==> src/rtl/cordic_vector.sv <==
`timescale 1ns/1ps
// -----------------------------------------------------------------------------
// cordic_vector
// Iterative CORDIC vectoring unit. Converts a signed Cartesian pair (X, Y) into
// a full-circle phase atan2(Y, X) (2^16 = 360 degrees) and a gain-compensated
// magnitude sqrt(X^2 + Y^2). One micro-rotation is performed per clock.
//
// Ports:
//   Clk_i    in   1  clock
//   RstN_i   in   1  asynchronous active-low reset
//   X_i      in  16  signed X component
//   Y_i      in  16  signed Y component
//   Start_i  in   1  conversion request, sampled only while idle
//   Angle_o  out 16  unsigned phase, held until the next completion
//   Mag_o    out 16  unsigned magnitude, held until the next completion
//   Done_o   out  1  one-cycle pulse, results valid in that cycle
//   Busy_o   out  1  high while a conversion is in progress
// -----------------------------------------------------------------------------
module cordic_vector #(
  parameter int Iterations = 16
) (
  input  logic               Clk_i,
  input  logic               RstN_i,
  input  logic signed [15:0] X_i,
  input  logic signed [15:0] Y_i,
  input  logic               Start_i,
  output logic        [15:0] Angle_o,
  output logic        [15:0] Mag_o,
  output logic               Done_o,
  output logic               Busy_o
);

  typedef enum logic [1:0] {
    IDLE  = 2'd0,
    ITER  = 2'd1,
    SCALE = 2'd2
  } state_e;

  localparam logic [3:0] LAST_ITER = 4'(Iterations - 1);

  state_e             state_q, state_d;
  logic        [3:0]  cnt_q, cnt_d;
  logic        [15:0] angle_q, angle_d;
  logic        [15:0] mag_q, mag_d;
  logic               done_q, done_d;
  logic               zero_q, zero_d;

  // Datapath registers carry no reset: they are always loaded at acceptance
  // before being used, and the outputs are held in separate reset registers.
  logic signed [17:0] x_q, x_d;
  logic signed [17:0] y_q, y_d;
  logic        [15:0] z_q, z_d;

  logic signed [17:0] x_ext, y_ext;
  logic signed [17:0] x_sh, y_sh;

  // atan(2^-i) in the 16-bit full-circle phase format.
  function automatic logic [15:0] atan_lut(input logic [3:0] idx);
    case (idx)
      4'd0:    atan_lut = 16'd8192;
      4'd1:    atan_lut = 16'd4836;
      4'd2:    atan_lut = 16'd2555;
      4'd3:    atan_lut = 16'd1297;
      4'd4:    atan_lut = 16'd651;
      4'd5:    atan_lut = 16'd326;
      4'd6:    atan_lut = 16'd163;
      4'd7:    atan_lut = 16'd81;
      4'd8:    atan_lut = 16'd41;
      4'd9:    atan_lut = 16'd20;
      4'd10:   atan_lut = 16'd10;
      4'd11:   atan_lut = 16'd5;
      4'd12:   atan_lut = 16'd3;
      4'd13:   atan_lut = 16'd1;
      4'd14:   atan_lut = 16'd1;
      default: atan_lut = 16'd0;
    endcase
  endfunction

  // Removes the CORDIC gain: (x * 0.60725 in Q1.15) >> 15, truncated and
  // clamped into the unsigned 16-bit output range.
  function automatic logic [15:0] scale_mag(input logic signed [17:0] x);
    logic signed [33:0] prod;
    logic signed [33:0] shifted;
    prod    = 34'(x) * 34'sd19898;
    shifted = prod >>> 15;
    if (shifted < 34'sd0)
      scale_mag = 16'd0;
    else if (shifted > 34'sd65535)
      scale_mag = 16'hFFFF;
    else
      scale_mag = shifted[15:0];
  endfunction

  always_ff @(posedge Clk_i or negedge RstN_i) begin
    if (!RstN_i) begin
      state_q <= IDLE;
      cnt_q   <= 4'd0;
      angle_q <= 16'd0;
      mag_q   <= 16'd0;
      done_q  <= 1'b0;
      zero_q  <= 1'b0;
    end else begin
      state_q <= state_d;
      cnt_q   <= cnt_d;
      angle_q <= angle_d;
      mag_q   <= mag_d;
      done_q  <= done_d;
      zero_q  <= zero_d;
    end
  end

  always_ff @(posedge Clk_i) begin
    x_q <= x_d;
    y_q <= y_d;
    z_q <= z_d;
  end

  always_comb begin
    state_d = state_q;
    cnt_d   = cnt_q;
    angle_d = angle_q;
    mag_d   = mag_q;
    done_d  = 1'b0;
    zero_d  = zero_q;
    x_d     = x_q;
    y_d     = y_q;
    z_d     = z_q;
    x_ext   = {{2{X_i[15]}}, X_i};
    y_ext   = {{2{Y_i[15]}}, Y_i};
    x_sh    = x_q >>> cnt_q;
    y_sh    = y_q >>> cnt_q;

    case (state_q)
      IDLE: begin
        if (Start_i) begin
          // Fold the left half-plane onto the right by a 180 degree rotation
          // so the micro-rotations only need to cover +-90 degrees.
          if (X_i[15]) begin
            x_d = -x_ext;
            y_d = -y_ext;
            z_d = 16'h8000;
          end else begin
            x_d = x_ext;
            y_d = y_ext;
            z_d = 16'h0000;
          end
          zero_d  = (X_i == 16'sd0) && (Y_i == 16'sd0);
          cnt_d   = 4'd0;
          state_d = ITER;
        end
      end

      ITER: begin
        // Rotate towards y = 0, accumulating the applied angle in z.
        if (!y_q[17]) begin
          x_d = x_q + y_sh;
          y_d = y_q - x_sh;
          z_d = z_q + atan_lut(cnt_q);
        end else begin
          x_d = x_q - y_sh;
          y_d = y_q + x_sh;
          z_d = z_q - atan_lut(cnt_q);
        end
        if (cnt_q == LAST_ITER) begin
          cnt_d   = 4'd0;
          state_d = SCALE;
        end else begin
          cnt_d = cnt_q + 4'd1;
        end
      end

      SCALE: begin
        // A zero vector has no defined phase; report 0/0 instead of the
        // arbitrary angle the iterations would accumulate.
        angle_d = zero_q ? 16'd0 : z_q;
        mag_d   = zero_q ? 16'd0 : scale_mag(x_q);
        done_d  = 1'b1;
        state_d = IDLE;
      end

      default: begin
        state_d = IDLE;
      end
    endcase
  end

  assign Angle_o = angle_q;
  assign Mag_o   = mag_q;
  assign Done_o  = done_q;
  assign Busy_o  = (state_q != IDLE);

endmodule
==> config.mk <==
export PLATFORM = sky130hd
export DESIGN_NAME = cordic_vector
export DESIGN_NICKNAME = d
export VERILOG_FILES = /design/src/rtl/cordic_vector.sv
export SDC_FILE = /design/constraint.sdc
export NUM_CORES = 1
export LEC_CHECK = 0
export ABC_AREA = 0
export BUFFER_PORTS_ARGS = -buffer_cell sky130_fd_sc_hd__buf_2
export CAP_MARGIN = 5
export CORE_MARGIN = 2
export CORE_UTILIZATION = 50
export DETAILED_ROUTE_END_ITERATION = 16
export PLACE_DENSITY = 0.72
export SETUP_SLACK_MARGIN = 0.1
export SLEW_MARGIN = 20
export SYNTH_ARGS = -nofsm -noshare
export SYNTH_HDL_FRONTEND = slang
export SYNTH_SLANG_ARGS = --single-unit
==> constraint.sdc <==
create_clock -name Clk_i -period 13 [get_ports Clk_i]
set_input_delay 0 -clock Clk_i [delete_from_list [all_inputs] [get_ports Clk_i]]
set_output_delay 0 -clock Clk_i [all_outputs]
set_load 0.01 [all_outputs]
After elaboration in Yosys (flattened, before gate mapping)
Memory sizes are Yosys's and may differ from the RTL's. Cells that the tools add are included.

Shift operators: 2. Multiplexer cells: 27. Magnitude comparators: 2. Multiply operators: 1. Add/sub/neg operators: 9. Reductions and logical operators: 9. Equality and inequality tests: 5.

Operator list (number): $mux W16 (11); $mux W18 (6); $pmux W18 S2 (2); $add A18 B18 Y18 (2); $neg A16 Y18 (2); $sshr A18 B4 Y18 (2); $sub A18 B18 Y18 (2); $mul A18 B15 Y33 const B (1); $logic_not A16 Y1 (2); $pmux W16 S2 (1); $gt A19 B17 Y1 const B (1); $lt A19 B1 Y1 const B (1); $add A16 B16 Y16 (1); $sub A16 B16 Y16 (1); $mux W4 (2); $pmux W4 S2 (1); $reduce_and A2 Y1 (3); $add A4 B1 Y4 const B (1); $eq A4 B4 Y1 const B (1); $mux W2 (2); $ne A2 B2 Y1 const B (2); $pmux W2 S2 (1); $reduce_bool A2 Y1 (2); $eq A2 B1 Y1 const B (1); 4 further kinds (4).

Memories kept: 2. Bits in registers: 92. Bits in read-only memories: 448. Input bits: 35.

Memory list: (no name shown) (depth 16, bits a word 14, read ports 1, clocked after memory_dff 0, wr ports 0, RTL line 59) `case (idx)`; (no name shown) (depth 16, bits a word 14, read ports 1, clocked after memory_dff 0, wr ports 0, RTL line 59).

Logic depth before layout (Yosys ltp)
Gate-level depths: netlist of run 1. An unclocked memory read counts as a cell.

Depth after elaboration: 6. Gate-level depth with buffers: 26. Mapped depth without buffers: 23.

Worst setup path after synthesis of run 1
OpenSTA, ideal clock, no wires.

Kind: register to register. Start point: reg x_q[17]. End point: reg mag_q[12] (netlist: Mag_o[12]). Library setup time: 0.126 ns. Arrival: 6.019 ns. Path slack: 6.855 ns. Stages on the path, launching flop included: 22. Clock period less this slack: 6.145 ns. Required time: 12.874 ns. Cell sequence: edfxtp_1 -> ha_1 -> inv_1 -> fa_1 -> fa_1 -> fa_1 -> fa_1 -> inv_1 -> fa_1 -> inv_1 -> ha_1 -> a21oi_1 -> o21bai_1 -> a21o_1 -> a31oi_1 -> o21ai_0 -> a211o_1 -> nand3_1 -> o2111a_1 -> o22ai_1 -> buf_2 -> a221o_1.

Word-level cells in the longest chain between the ends: 5. Elaborated cells between the ends (all ways): 6.

RTL lines: from (decl) (RTL line 50) `logic signed [17:0] x_q, x_d;`; from (signal assigned) (RTL line 113) `x_q <= x_d;`; $mul A18 B15 Y33 * (RTL line 84) `prod = 34'(x) * 34'sd19898;`; $gt A19 B17 Y1 (RTL line 88) `else if (shifted > 34'sd65535)`; $mux W16 (RTL line 88); $mux W16 * (RTL line 86) `if (shifted < 34'sd0)`; $mux W16 * (RTL line 176) `mag_d = zero_q ? 16'd0 : scale_mag(x_q);`; to (signal assigned) (RTL line 106) `mag_q <= mag_d;`; to (decl) (RTL line 44) `logic [15:0] mag_q, mag_d;`.

Mark *: on every way between the ends. The rest lies on a longest branch, timed or not. A chain may end at the register's enable or synchronous reset.

Worst setup path in the final report of run 1
Start point: reg x_q[13]. End point: reg mag_q[5] (netlist: Mag_o[5]).

Same word-level chain as after synthesis.

==> impl_summary.md, run 1 <==
Final layout
The area taken by flip-flops and latches is 2570 µm². The number of inserted diodes is 0. Fill cells in the final layout number ~2.6k. The area growth from synthesis to layout is 6.57%. The net count of the finished layout is a little under 2k.

Summing all multi-input logic gate instances after layout gives 10,900 µm². The fraction of final layout cells with drive strength greater than 1 is 0.0914.

Timing
The count of final setup violators is 0. On the final layout, the worst clock skew is 0.0210 ns. Headroom to the max-slew limit came out at 0.134.

Summed over all failing endpoints, the final setup total negative slack is 0 ns. Dividing the final minimum period by the clock period gives 0.519. The final number of hold-violating endpoints was 0. The minimum clock period is between 6 and 7 ns. At the pin with the least slew margin, the transition time is about 1.3 ns. Setup repair after global routing left no endpoint under its margin. The count of final max-slew check failures is 0. The upper clock frequency limit is 148 MHz.

Worst setup path
The cell with the most instances on the worst path is fa_1. The sort of element at the start of the critical path is a flip-flop. For this run, the slowest stage of the critical path takes 0.63 ns.

The maximum net fanout on the critical path is 16. The data arrival time of the critical path is 6.99 ns. The cell with the largest stage delay on the worst path is edfxtp_1. The kind of end point of the critical path is a flip-flop. The critical path goes through ha_1 -> inv_1 -> fa_1 -> inv_1 -> fa_1 -> fa_1 -> fa_1 -> inv_1 -> fa_1 -> inv_1 -> ha_1 -> a21o_1 -> a221oi_1 -> nand2b_1 -> o2111ai_1 -> a211o_1 -> nand3_1 -> o2111a_1 -> o22ai_2 -> a221o_1. The critical path in this run is classified as flip-flop to flip-flop. The required arrival time at the worst endpoint is about 13 ns.

Clocking
The clock tree from TritonCTS is done. Clock-pin slew was measured on the worst setup and hold paths at approximately 0.08 ns. Buffers inserted to repair hold after CTS numbered 3.

The cell sitting at the root of the clock tree is a clkbuf_16. The setup fix buffers added after clock tree synthesis is 0. For this design, the sink count on the clock tree is 92. The post-cts resize count is 0. The largest buffer count on any clock path is 2. Clock tree synthesis inserted a total of 9 buffers.

The CTS H-tree depth is 3. The insertion delay of the later-clocked pin in the worst-skew pair is 0.37 ns.

Floorplanning
During I/O placement, the number of pins put on the boundary was slightly below 70. The core region is 28,800 µm². The initial core utilization is 0.509. Row generation in the floorplan step produced 62 rows. The height of the die is 175 µm.

Measured along the x axis, the die boundary spans 175 µm. The floorplan step defined a die boundary enclosing 30,700 µm².

Yosys
The synthesized design contains 92 register bits. Synthesis produced a netlist with a net count of approximately 1.9k. The fraction of synthesized cell area taken by the top area cell type is 0.165. Among all flip-flop cells after synthesis, the most frequent one is edfxtp_1.

The synthesized design contains 52 enable-type register cells. The mapped netlist covers 14,600 µm². The cell accounting for the most synthesized area is fa_1. During synthesis, Yosys emitted a total of 0 warnings. The share of synthesized registers carrying an async set or reset is 0.435. The cell with the most instances after synthesis is inv_1. The sequential element share of the synthesized area is 0.175. In this run, distinct cell masters in the synthesized netlist total 76. Synthesis handed over a netlist of 1,605 instances.

Each instance of the synthesized netlist takes up on average 9.13 µm². By area the synthesized netlist is led by fa_1 (17%), ha_1 (14%), edfxtp_1 (11%), dfrtp_1 (6.8%), inv_1 (6.3%). After synthesis, the most frequently instantiated cells are inv_1 (246), ha_1 (169), nand2_1 (139), fa_1 (121), nor2_1 (104).

GRT
The highest-utilization routing layer at the global route stage is met2. The global-route met2 utilization is 0.372. The routing usage on met1 is 0.340.

The number of global-route vias before repair came to about 11k. The first global-routing pass estimated between 50 and 60 mm of wire. The number of antenna violations at the first check in global routing is 0. Entering global routing, the biggest net connects 66 pins. The global routing met3 resource utilization is 0.0313.

The total overflow left after global routing is 0. Across every metal layer, demand over resource in global routing totals 0.236.

Min path
The worst hold path belongs to the class primary input to flip-flop.

Route
The length of the first detailed-routing pass in iterations is 7. In the final routed layout, each cell accounts on average for 17.4 µm. The wire length after detailed routing is 35.2 mm.

Once detail routing completed, the nets flagged for antenna violations numbered 0. The number of design rule violations left after detail routing is 0. The routed layout has 11.7k vias. In the routed layout, each cell is associated on average with a via count of 5.77. The detailed router finished its first iteration with 876 violations.

Placed design
The number of I/O port buffers is 68. The total half-perimeter wirelength after legalization and detailed placement is about 28 mm. Routability-driven placement finished with a final weighted congestion of 0.930.

Outcome
The run finished with clean final reports.

Job
Across the run, the number of max-cap violations was 0.
## final timing paths
| check | start | to | slack (ns) | cells after the start |
|---|---|---|---|---|
| setup / recovery | x_q[13]$_DFFE_PP_ | Mag_o[5]$_DFFE_PN0P_ | 6.25 | 20 |
| hold / removal | X_i[1] | x_q[1]$_DFFE_PP_ | 0.02 | 3 |
| setup reg to reg | x_q[13]$_DFFE_PP_ | Mag_o[5]$_DFFE_PN0P_ | 6.25 | 20 |
| hold reg to reg | Angle_o[13]$_DFFE_PN0P_ | Angle_o[13]$_DFFE_PN0P_ | 0.48 | 2 |
| max in group asynchronous | RstN_i | cnt_q[3]$_DFFE_PN0P_ | 11.97 | 2 |
| min in group asynchronous | RstN_i | Mag_o[13]$_DFFE_PN0P_ | 0.34 | 2 |
## area by class of cell
class | count | share of cell area
well taps | 384 | 0.0308
clock inverters | 5 | 0.00305
clock buffers | 11 | 0.0163
flip-flops and latches | 92 | 0.164
multi-input cells | 1205 | 0.698
inverters | 247 | 0.0594
repair buffers | 81 | 0.0285
## worst max-delay path, delay by kind of cell, from the launching register on
kind | cells | cell delay [ns]
compound gates | 7 | 1.95
simple gates | 2 | 0.34
buf+inv | 4 | 0.25
fa+ha+maj | 7 | 3.44
flops | 1 | 0.63
## layout by cell type, fill, tap and decap left out, types with 27 or more instances in the layout
cell and instances:
a21oi_1 88, dfrtp_1 37, o21ai_0 78, xor2_1 53
nor2_1 104, buf_2 68, mux2i_1 29, a21o_1 31
edfxtp_1 52, xnor2_1 76, nand2b_1 30, fa_1 121
inv_1 246, ha_1 169, mux4_2 27, nand2_1 138
## through the flow
stage               cell area, µm²  cells  hold slack [ns]  utilization  setup slack (ns)
finish                       15600   2025           0.0240        0.542              6.25
CTS                          15600   2025           0.0219        0.542              6.00
floorplan                    14600   1605           -0.296            -              6.85
detailed placement           15300   2006            0.211        0.531              6.02
global route                 15600   2025           0.0657        0.542              5.83
global placement             15300   2006            0.205        0.531              6.18
## per-layer routing
layer	up-vias	wire [µm]
li1	5589	-
met1	5648	16000
met2	392	16000
met3	59	2290
met4	0	873
met5	-	0
## state kept, by name, summed over array words and instances (netlist names)
name and count:
zero_q 1, z_q 16, state_q 2, Done_o 1, Angle_o 16, Mag_o 16
x_q 18, cnt_q 4, y_q 18
## logic make-up (layout without fill, tap and decap cells)
| family | after synthesis | after routing | synth area share |
|---|---|---|---|
| mux | 74 | 74 | 0.0834 |
| xor+xnor | 129 | 129 | 0.0771 |
| fa+ha+maj | 290 | 290 | 0.310 |
| buf+inv | 308 | 344 | 0.0828 |
| flops | 92 | 92 | 0.175 |
| simple gates | 374 | 374 | 0.122 |
| compound gates | 338 | 338 | 0.150 |
Power of run 1 is left out: the tool's default activity adds up to more than one toggle a clock period on the data nets, which glitch-free logic cannot reach.
==> run 2: changes to the inputs <==
--- a/config.mk
+++ b/config.mk
@@ -11,7 +11,7 @@
 export CORE_MARGIN = 2
 export CORE_UTILIZATION = 50
 export DETAILED_ROUTE_END_ITERATION = 16
-export PLACE_DENSITY = 0.72
+export PLACE_DENSITY = 0.75
 export SETUP_SLACK_MARGIN = 0.1
 export SLEW_MARGIN = 20
 export SYNTH_ARGS = -nofsm -noshare
==> constraint.sdc (replaced) <==
create_clock -name Clk_i -period 5.4 [get_ports Clk_i]
set_input_delay 0 -clock Clk_i [delete_from_list [all_inputs] [get_ports Clk_i]]
set_output_delay 0 -clock Clk_i [all_outputs]
set_load 0.01 [all_outputs]
==> impl_summary.md, run 2 (synthesized netlist as in run 1, its figures left out) <==
Outcome
The flow ran to the end, but the final reports show violations. The checks that failed: setup timing.

Clocking
The CTS H-tree depth is 3. For this design, the sink count on the clock tree is 92. The later pin in the worst-skew pair is clocked with a latency of 0.37 ns. The clock edge transition at the registers on the reported setup and hold paths is 0.07 ns. The buffer type at the clock tree root is clkbuf_16.

The clock tree from TritonCTS is done. The number of buffers created by CTS is 9. The largest buffer count on any clock path is 2.

Route
Dividing the detail-routed wire length by the instance count gives 17.4 µm. After detailed routing, the number of remaining DRC violations is 0. The detailed router finished its first iteration with 979 violations.

The first detailed-routing pass took 6 iterations. Summed over all layers, the routed wires come to 38.1 mm. The routed layout has 12.5k vias. The number of nets with antenna violations after detailed routing is 0. The number of vias per cell is 5.68.

Timing
For the final routed database, the setup TNS stands at -8.98 ns. Of the available clock period, the critical path in the final layout requires 1.11. At the pin with the least slew margin, the transition time is 1.10 ns.

The count of final max-slew check failures is 0. The minimum clock period is 5.98 ns. Hold timing on the final database bottoms out at a slack of 0.00555 ns. The final worst slack is -0.576 ns. The final worst clock skew is 0.0164 ns. Setup repair after global routing could not meet its margin everywhere. The upper clock frequency limit is 167 MHz. The final number of hold-violating endpoints was 0.

The relative slew slack is 0.257. Setup violations remaining at the end of the flow were counted as 16.

Min path
The tightest min-delay check is of the primary input to flip-flop type. The worst hold path begins at Start_i.

Final layout
Relative to the synthesized area, the layout overhead comes to 18.8%. 0 antenna diodes ended up in the layout. In the layout the commonest cells are inv_1 (232), buf_4 (167), ha_1 (147), nand2_1 (138), fa_1 (118). The total of fill cells in the finished design is 2,339.

Of the cells placed in the final design, the portion with a size suffix greater than 1 is 0.213. The number of nets at the end of the flow is 2,130. The final cell count without fillers is around 2.2k. In the final layout, the registers with the most flip-flops are x_q (18), y_q (18). The most common cell after layout, fill and taps aside is inv_1.

Floorplanning
The number of I/O pins is 69. The height of the die is 175 µm. The initial core utilization is 0.509.

The die covers slightly above 30,000 µm². The row count is 62. The area of the placeable core is 28,800 µm². In this run the horizontal extent of the chip is about 180 µm.

GRT
The total grt overflow is 0. The number of global-route vias before repair is between 10k and 15k. Across every metal layer, demand over resource in global routing totals 0.250. The first global-routing pass estimated around 61 mm of wire. The number of antenna violations at the first check in global routing is 0. Entering global routing, the biggest net connects 51 pins.

Worst setup path
The start of the worst register-to-register path is x_q[7]$_DFFE_PP_. The maximum net fanout on the critical path is 8. The data arrival time of the critical path is 6.27 ns. The cell family contributing the most delay on the critical path is adder cells. The number of buffers and inverters on the critical path is 7. The type of the worst setup path is flip-flop to flip-flop.

The most critical setup path has its startpoint at x_q[7]$_DFFE_PP_. The cell with the largest stage delay on the worst path is fa_2. The delay of the slowest cell on the worst path is 0.57 ns. STA classifies the critical path startpoint as a flip-flop.

The kind of end point of the critical path is a flip-flop. Traced cell by cell, the critical path runs through buf_4 -> ha_4 -> inv_1 -> fa_2 -> fa_1 -> fa_1 -> inv_1 -> fa_1 -> inv_1 -> fa_1 -> inv_1 -> ha_1 -> o211ai_1 -> o211ai_1 -> nand4_1 -> buf_6 -> o211ai_1 -> a31oi_1 -> o21a_1 -> o2111a_1 -> o22ai_4 -> clkbuf_16 -> a221o_1. For the worst setup path, the data required time is 5.69 ns.

Placed design
The number of placed instances, taps included, is approximately 2.1k. The number of I/O port buffers is a little under 70. The total half-perimeter wirelength after legalization and detailed placement is a little over 30 mm.

At the end of routability-driven placement, the weighted congestion stood at 0.938.

Job
The tool flagged a number of max-cap violations equal to 0.
## run 2: path summary, 6_finish.rpt
kind / slack [ns] / endpoint / cells after the start
setup / recovery: -0.58 / Mag_o[7]$_DFFE_PN0P_ / 23
hold / removal: 0.006 / state_q[0]$_DFFE_PN0P_ / 3
min in group asynchronous: 0.32 / Mag_o[14]$_DFFE_PN0P_ / 2
hold reg to reg: 0.47 / Angle_o[14]$_DFFE_PN0P_ / 2
setup reg to reg: -0.58 / Mag_o[7]$_DFFE_PN0P_ / 23
max in group asynchronous: 4.37 / cnt_q[1]$_DFFE_PN0P_ / 2
## run 2: metal layers
| metal | track usage | share of wire | up-vias |
|---|---|---|---|
| met5 | 0 | 0 | - |
| met4 | 0.0639 | 0.018 | 0 |
| met3 | 0.0431 | 0.065 | 44 |
| met2 | 0.412 | 0.47 | 430 |
| met1 | 0.342 | 0.45 | 6046 |
| li1 | - | - | 5931 |
## run 2: timing repair
action,4_1_cts,5_1_grt
hold buffers,1,0
endpoints found under the hold margin,40,0
setup buffers,8,27
pin swaps,8,32
resized for setup,11,35
cloned,0,1
setup endpoints to repair,17,26
## run 2: cell type report
type / count / area, µm² / area share
Inverter: 247 / 930 / 0.0534
Sequential cell: 92 / 2570 / 0.148
Timing Repair Buffer: 250 / 1810 / 0.104
Multi-Input combinational cell: 1205 / 11300 / 0.650
Clock buffer: 9 / 225 / 0.0129
Tap cell: 384 / 480 / 0.0276
Clock inverter: 7 / 67.6 / 0.00388
## run 2: per-stage QoR
step           setup WS [ns]  cell area, µm²  utilization
2_1_floorplan         -0.301           14900            -
3_3_place_gp          -0.518           16600        0.577
3_5_place_dp          -0.658           16600        0.577
4_1_cts               -0.583           17000        0.591
5_1_grt               -0.777           17400        0.605
6_report              -0.576           17400        0.605
## run 2: worst min-delay path: stages
cell	delay, ns
buf_2	0.12
nand2_1	0.13
nand2_1	0.09
Power of run 2 is left out for the same reason.
